### src/rtl/ni_initiator_route_sched.sv
// NI initiator request sequencer: registers a request address, drives the routing
// LUT, captures the route/target and issues an in-order header or a local decode error.
module ni_initiator_route_sched #(
    parameter int unsigned ADDR_WIDTH   = 32,
    parameter int unsigned PATH_WIDTH   = 7,
    parameter int unsigned TARGET_WIDTH = 4,
    parameter int unsigned MAX_OUTST    = 8,
    parameter int unsigned CNT_WIDTH    = 4
) (
    input  logic                    clock,
    input  logic                    reset_n,
    input  logic                    req_valid,
    output logic                    req_ready,
    input  logic [ADDR_WIDTH-1:0]   req_addr,
    output logic [ADDR_WIDTH-1:0]   lut_address,
    input  logic [PATH_WIDTH-1:0]   lut_path,
    input  logic [TARGET_WIDTH-1:0] transaction_target,
    input  logic                    failed_decoding,
    output logic                    hdr_valid,
    input  logic                    hdr_ready,
    output logic [PATH_WIDTH-1:0]   hdr_path,
    output logic [TARGET_WIDTH-1:0] hdr_target,
    output logic                    err_valid,
    input  logic                    err_ready,
    input  logic                    rsp_done,
    output logic [CNT_WIDTH-1:0]    outstanding,
    output logic                    proto_err
);

    localparam logic [2:0] S_IDLE     = 3'd0;
    localparam logic [2:0] S_LOOKUP   = 3'd1;
    localparam logic [2:0] S_CHECK    = 3'd2;
    localparam logic [2:0] S_ISSUE    = 3'd3;
    localparam logic [2:0] S_ERR_WAIT = 3'd4;
    localparam logic [2:0] S_ERR      = 3'd5;

    localparam logic [CNT_WIDTH-1:0] CNT_MAX = CNT_WIDTH'(MAX_OUTST);

    logic [2:0]              state;
    logic [2:0]              state_n;
    logic                    fail_q;
    logic [TARGET_WIDTH-1:0] cur_tgt;
    logic                    hdr_hs;
    logic                    err_hs;
    logic                    may_issue;

    assign hdr_hs = hdr_valid & hdr_ready;
    assign err_hs = err_valid & err_ready;

    // A header may go out when nothing is in flight, or when it continues the current target below the cap.
    assign may_issue = (outstanding == '0) ||
                       ((hdr_target == cur_tgt) && (outstanding < CNT_MAX));

    // Next-state decode.
    always_comb begin
        state_n = state;
        case (state)
            S_IDLE:     if (req_valid && req_ready) state_n = S_LOOKUP;
            S_LOOKUP:   state_n = S_CHECK;
            S_CHECK: begin
                if (fail_q)         state_n = S_ERR_WAIT;
                else if (may_issue) state_n = S_ISSUE;
            end
            S_ISSUE:    if (hdr_hs) state_n = S_IDLE;
            S_ERR_WAIT: if (outstanding == '0) state_n = S_ERR;
            S_ERR:      if (err_hs) state_n = S_IDLE;
            default:    state_n = S_IDLE;
        endcase
    end

    // State, registered handshake outputs, captured LUT result and outstanding counter.
    always_ff @(posedge clock) begin
        if (!reset_n) begin
            state       <= S_IDLE;
            req_ready   <= 1'b1;
            hdr_valid   <= 1'b0;
            err_valid   <= 1'b0;
            lut_address <= '0;
            hdr_path    <= '0;
            hdr_target  <= '0;
            fail_q      <= 1'b0;
            cur_tgt     <= '0;
            outstanding <= '0;
            proto_err   <= 1'b0;
        end else begin
            state     <= state_n;
            req_ready <= (state_n == S_IDLE);
            hdr_valid <= (state_n == S_ISSUE);
            err_valid <= (state_n == S_ERR);

            if ((state == S_IDLE) && req_valid) begin
                lut_address <= req_addr;
            end
            if (state == S_LOOKUP) begin
                hdr_path   <= lut_path;
                hdr_target <= transaction_target;
                fail_q     <= failed_decoding;
            end
            if (hdr_hs) begin
                cur_tgt <= hdr_target;
            end

            if (hdr_hs && !rsp_done) begin
                outstanding <= outstanding + CNT_WIDTH'(1);
            end else if (rsp_done && !hdr_hs) begin
                if (outstanding == '0) proto_err   <= 1'b1;
                else                   outstanding <= outstanding - CNT_WIDTH'(1);
            end
        end
    end

endmodule
### config.mk
export PLATFORM = sky130hd
export DESIGN_NAME = ni_initiator_route_sched
export DESIGN_NICKNAME = d
export VERILOG_FILES = /design/src/rtl/ni_initiator_route_sched.sv
export SDC_FILE = /design/constraint.sdc
export NUM_CORES = 1
export LEC_CHECK = 0
export BUFFER_PORTS_ARGS = -buffer_cell sky130_fd_sc_hd__buf_4
export CAP_MARGIN = 20
export CORE_MARGIN = 4
export CORE_UTILIZATION = 40
export DETAILED_ROUTE_END_ITERATION = 6
export PLACE_DENSITY = 0.71
export SYNTH_ARGS = -nofsm -noshare
export SYNTH_HDL_FRONTEND = slang
export SYNTH_SLANG_ARGS = --single-unit
### constraint.sdc
create_clock -name clock -period 2.6 [get_ports clock]
set_input_delay 0.39 -clock clock [delete_from_list [all_inputs] [get_ports clock]]
set_output_delay 0.39 -clock clock [all_outputs]
set_load 0.02 [all_outputs]
# Word-level counts from Yosys, hierarchy flattened
# Cells that the tools add are included.
[word_totals]
input_bits = 50
elab_cells = 50
output_inout_bits = 51
register_bits = 59
[op_classes]
reduce_logical = 14
n_lt_le_gt_ge = 1
bitwise_logic = 3
add_sub_neg = 2
n_mux = 10
eq_ne = 9
[ops]
columns = ["operator", "n"]
rows = [
  ["$mux W3", 6],
  ["$pmux W3 S6", 1],
  ["$mux W4", 3],
  ["$eq A3 B2 Y1 const B", 3],
  ["$eq A3 B3 Y1 const B", 3],
  ["$logic_not A3 Y1", 2],
  ["$logic_and A1 B1 Y1", 5],
  ["$add A4 B1 Y4 const B", 1],
  ["$eq A4 B4 Y1", 1],
  ["$logic_not A4 Y1", 1],
  ["$lt A4 B4 Y1 const B", 1],
  ["$sub A4 B1 Y4 const B", 1],
  ["$eq A3 B1 Y1 const B", 1],
  ["$reduce_and A3 Y1", 1],
  ["$and A1 B1 Y1", 2],
  ["$logic_not A1 Y1", 2],
  ["$ne A2 B1 Y1 const B", 1],
  ["$reduce_and A2 Y1", 1],
  ["$reduce_bool A2 Y1", 1],
  ["$logic_or A1 B1 Y1", 1],
  ["$not A1 Y1", 1],
]

# Depth between registers and ports, before layout
[logic_depth]
ltp_word = 7
mapped_depth = 9
mapped_depth_nobuf = 9

# Worst setup path after synthesis
# No wires, ideal clock.
[synth_path]
path_kind = "register to register"
from = "register hdr_valid"
to = "register outstanding[3]"
t_required_ps = 2482
period_less_slack_ps = 2199
setup_ps = 118
n_path_buf = 0
path_slack_ps = 401
path_stages_with_launch = 10
t_arrival_ps = 2081
path_cell_list = "dfxtp_1 nand2_1 inv_1 ha_1 inv_1 ha_1 a21o_2 a21oi_1 mux2_2 mux2i_1"
[synth_via]
elab_chain_cells = 5
word_cells_on_any_way = 8
cone_classes = "1 x eq/ne; 1 x mux; 1 x bitwise; 5 x reduce/logical"
[synth_rtl]
columns = ["item", "line", "source"]
rows = [
  ["start, declared", "19", "output logic hdr_valid,"],
  ["start signal, assigned", "88", "hdr_valid <= (state_n == S_ISSUE);"],
  ["$and A1 B1 Y1 (*)", "47", "assign hdr_hs = hdr_valid & hdr_ready;"],
  ["via hdr_hs", "43", "logic hdr_hs;"],
  ["$logic_not A1 Y1", "105", "end else if (rsp_done && !hdr_hs) begin"],
  ["$logic_and A1 B1 Y1", "105", ""],
  ["$reduce_bool A2 Y1 (no source line)", "n/a", ""],
  ["$reduce_and A2 Y1 (no source line)", "n/a", ""],
  ["end signal, assigned", "104", "outstanding <= outstanding + CNT_WIDTH'(1);"],
  ["end signal, assigned", "107", "else outstanding <= outstanding - CNT_WIDTH'(1);"],
  ["end, declared", "26", "output logic [CNT_WIDTH-1:0] outstanding,"],
]
# Mark *: on every way through the listed nets, which the timed path passes. The rest lies on a longest branch.
# A chain may end at the register's enable or synchronous reset.

# Worst setup path in the final report
# Same ends and word-level chain as after synthesis.

==> impl_metrics.json <==
{
  "ys_seq_area_frac": 0.479,
  "hold_path.class": "in -> reg",
  "yosys.area.top_type": "dfxtp_1",
  "synthFlopType": "dfxtp_1",
  "slowest_stage": "mux2_2",
  "grt_first_pass_wirelength_mm": 10.0,
  "tightest_slew_ns": 0.491,
  "antenna_found_initial": 0,
  "timing.final.ws_setup_ns": 0.354,
  "crit_type": "reg -> reg",
  "crit_chain": "nand2_1 > inv_1 > ha_1 > inv_1 > ha_1 > a21o_2 > a21oi_1 > mux2_2 > mux2i_1",
  "min-delay-start": "req_addr[25]",
  "async_reset_ff_frac": 0,
  "drtPass1Iterations": 4,
  "synthMuxAreaShare": 0.00863,
  "core_area_sq_mm": 0.00596,
  "finalSetupViolCount": 0,
  "dieArea_sq_mm": 0.00748,
  "max_freq_mhz": 445,
  "p_int_w": 0.00215,
  "rr_startpoint": "hdr_valid$_SDFF_PN0_",
  "slew_viol_final": 0,
  "grt_max_degree": 58,
  "grt_use_total": 0.168,
  "power.switching_w": 0.00118,
  "num-fill-cells": 560,
  "via_count": 2226,
  "fin_nets": 437,
  "ir_drop_mv": 0.565,
  "yosys_warnings": 0,
  "synth_compound_area_frac": 0.198,
  "period_needed_ns": 2.25,
  "seq_area_sq_mm": 0.00118,
  "period_share": 0.864,
  "htreeDepth": 3,
  "pre_cts_ws_ns": 0.192,
  "port_buffers": 100,
  "synth_xor_area_frac": 0.0213,
  "postRouteWirelength_mm": 5.90,
  "synth_top_family_by_area": "simple AND/OR/NAND/NOR gates",
  "post_cts_resized": 0,
  "syn_area_sq_mm": 0.00246,
  "drc_errors": 0,
  "rows": 28,
  "synth.net_count": 340,
  "grt_pass1_vias": 2221,
  "die_x_microns": 86.5,
  "clkLatencyLatePin_ns": 0.32,
  "dpl-instance-area_sq_mm": 0.00326,
  "postRouteAntennaNets": 0,
  "setup.worst_path.start_class": "flop",
  "final_cell_area_sq_mm": 0.00346,
  "place_congestion": 0.775,
  "cts_tree": "yes",
  "root_buffer": "clkbuf_8",
  "path_clk_slew_ns": 0.06,
  "fin_skew_ns": 0.00190,
  "synth_top_area_frac": 0.479,
  "wl_per_cell_microns": 12.8,
  "numCtsBuffers": 9,
  "synth.distinct_cells": 40,
  "dp.cells": 446,
  "finalPower_w": 0.00333,
  "synthAdderAreaFrac": 0.0284,
  "n_antenna_cell": 0,
  "crit_path_start": "hdr_valid$_SDFF_PN0_",
  "sequentialPowerShare": 0.381,
  "synthSimpleGateAreaFrac": 0.228,
  "netlist_instances": 285,
  "die_h_microns": 86.5,
  "tns_ns": 0,
  "hpwl_mm": 4.16,
  "cts_setup_buffers": 0,
  "fin_cells": 460,
  "cts_buffer_depth": 2,
  "clock_power_share": 0.252,
  "num_io_pins": 101,
  "drive_gt1_frac": 0.319,
  "synth.area.top_cells": "dfxtp_1 48%, nand2_1 16%, a21boi_1 9.7%",
  "leakagePower_nw": 1.55,
  "hold_viol_final": 0,
  "ys_top_cells_by_count": "102 x nand2_1, 59 x dfxtp_1, 32 x a21boi_1, 20 x a21boi_0, 10 x clkbuf_1",
  "synth-edff-count": 0,
  "multi_input_comb_area_sq_mm": 0.00119,
  "grt_setup_unrepaired": "no",
  "status": "finished clean",
  "cp_data_required_time_ns": 2.81,
  "drt_iter0_drc": 82,
  "crit_path_end_kind": "flop",
  "critPathMaxFanout": 6,
  "cp.arrival_ns": 2.46,
  "synth_area_per_cell_sq_um": 8.65,
  "critPathBufInv": 2,
  "yosys.cell_count.top_type": "nand2_1",
  "synthToLayoutAreaGrowth_pct": 40.3,
  "drt-vias-per-instance": 4.84,
  "cp_slowest_stage_delay_ns": 0.36,
  "critPathTopFamily": "adder cells",
  "slew_headroom": 0.670,
  "ys_ff_latch": 59,
  "cts_hold_buf": 0,
  "start_util": 0.414,
  "sw_frac_of_total": 0.354,
  "clock_sinks": 59,
  "max_cap_viol_count": 0,
  "gr-total-overflow": 0,
  "power.density_mw_per_mm2": 964,
  "comb_power_share": 0.367
}
## worst paths after layout
check                                 endpoint  slack (ns)  depth (start not counted)
setup / recovery   outstanding[3]$_SDFFE_PN0P_        0.35                          9
hold / removal    lut_address[25]$_SDFFE_PN0P_        0.31                          3
setup reg to reg   outstanding[3]$_SDFFE_PN0P_        0.35                          9
hold reg to reg   lut_address[13]$_SDFFE_PN0P_        0.45                          2
## registers in the layout, summed over array words and instances (netlist names)
name / count
lut_address: 32
hdr_path: 7
cur_tgt: 4
hdr_target: 4
outstanding: 4
state: 3
err_valid: 1
fail_q: 1
hdr_valid: 1
proto_err: 1
req_ready: 1
## per-layer routing
layer / part of all wire / routed length, microns / vias up / GRT usage
li1: - / - / 1136 / -
met1: 0.43 / 2510 / 998 / 0.201
met2: 0.46 / 2690 / 83 / 0.264
met3: 0.10 / 616 / 9 / 0.0684
met4: 0.013 / 79 / 0 / 0.0722
met5: 0 / 0 / - / 0
## cell usage in the layout (no fill, tap or decap), drive strengths merged, types with 2 or more instances in the layout
cell / netlist / final
ha: 4 / 4
clkbuf: 10 / 12
a21boi: 52 / 52
nand2b: 3 / 3
xor2: 5 / 5
a211oi: 2 / 2
nor2: 3 / 3
nand3: 2 / 2
buf: 7 / 103
a21oi: 3 / 3
nor4b: 2 / 2
nand3b: 2 / 2
nor4: 2 / 2
inv: 4 / 4
nand2: 102 / 102
nor3: 4 / 4
dfxtp: 59 / 59
## kinds of logic after synthesis
group / after synthesis
simple gates: 127
flops: 59
compound gates: 65
buf+inv: 21
mux: 2
fa+ha+maj: 5
xor+xnor: 6
## power by group through the flow
stage                     Clock, W  Combinational, W  Sequential (W)
after floorplan                  0          0.000597         0.00145
after global placement           0           0.00122         0.00128
after detailed placement         0           0.00124         0.00129
after CTS                 0.000867           0.00124         0.00127
after global routing      0.000917           0.00135         0.00130
final                     0.000842           0.00122         0.00127
## final cells by class
class / count / share of cell area
Sequential cell: 59 / 0.342
Multi-Input combinational cell: 205 / 0.345
Clock inverter: 2 / 0.0101
Clock buffer: 12 / 0.0478
Tap cell: 75 / 0.0271
Inverter: 4 / 0.00434
Timing Repair Buffer: 103 / 0.224
## metrics by stage
step	util	hold WS [ns]
2_1_floorplan	-	0.455
3_3_place_gp	0.547	0.441
3_5_place_dp	0.547	0.445
4_1_cts	0.580	0.293
5_1_grt	0.580	0.285
6_report	0.580	0.307
## worst reg2reg max path, cell delays in order, from the launching register on
cell	delay, ns
dfxtp_1	0.35
nand2_1	0.16
inv_1	0.20
ha_1	0.19
inv_1	0.11
ha_1	0.29
a21o_2	0.21
a21oi_1	0.15
mux2_2	0.36
mux2i_1	0.11
(Power assumes the default switching activity.)
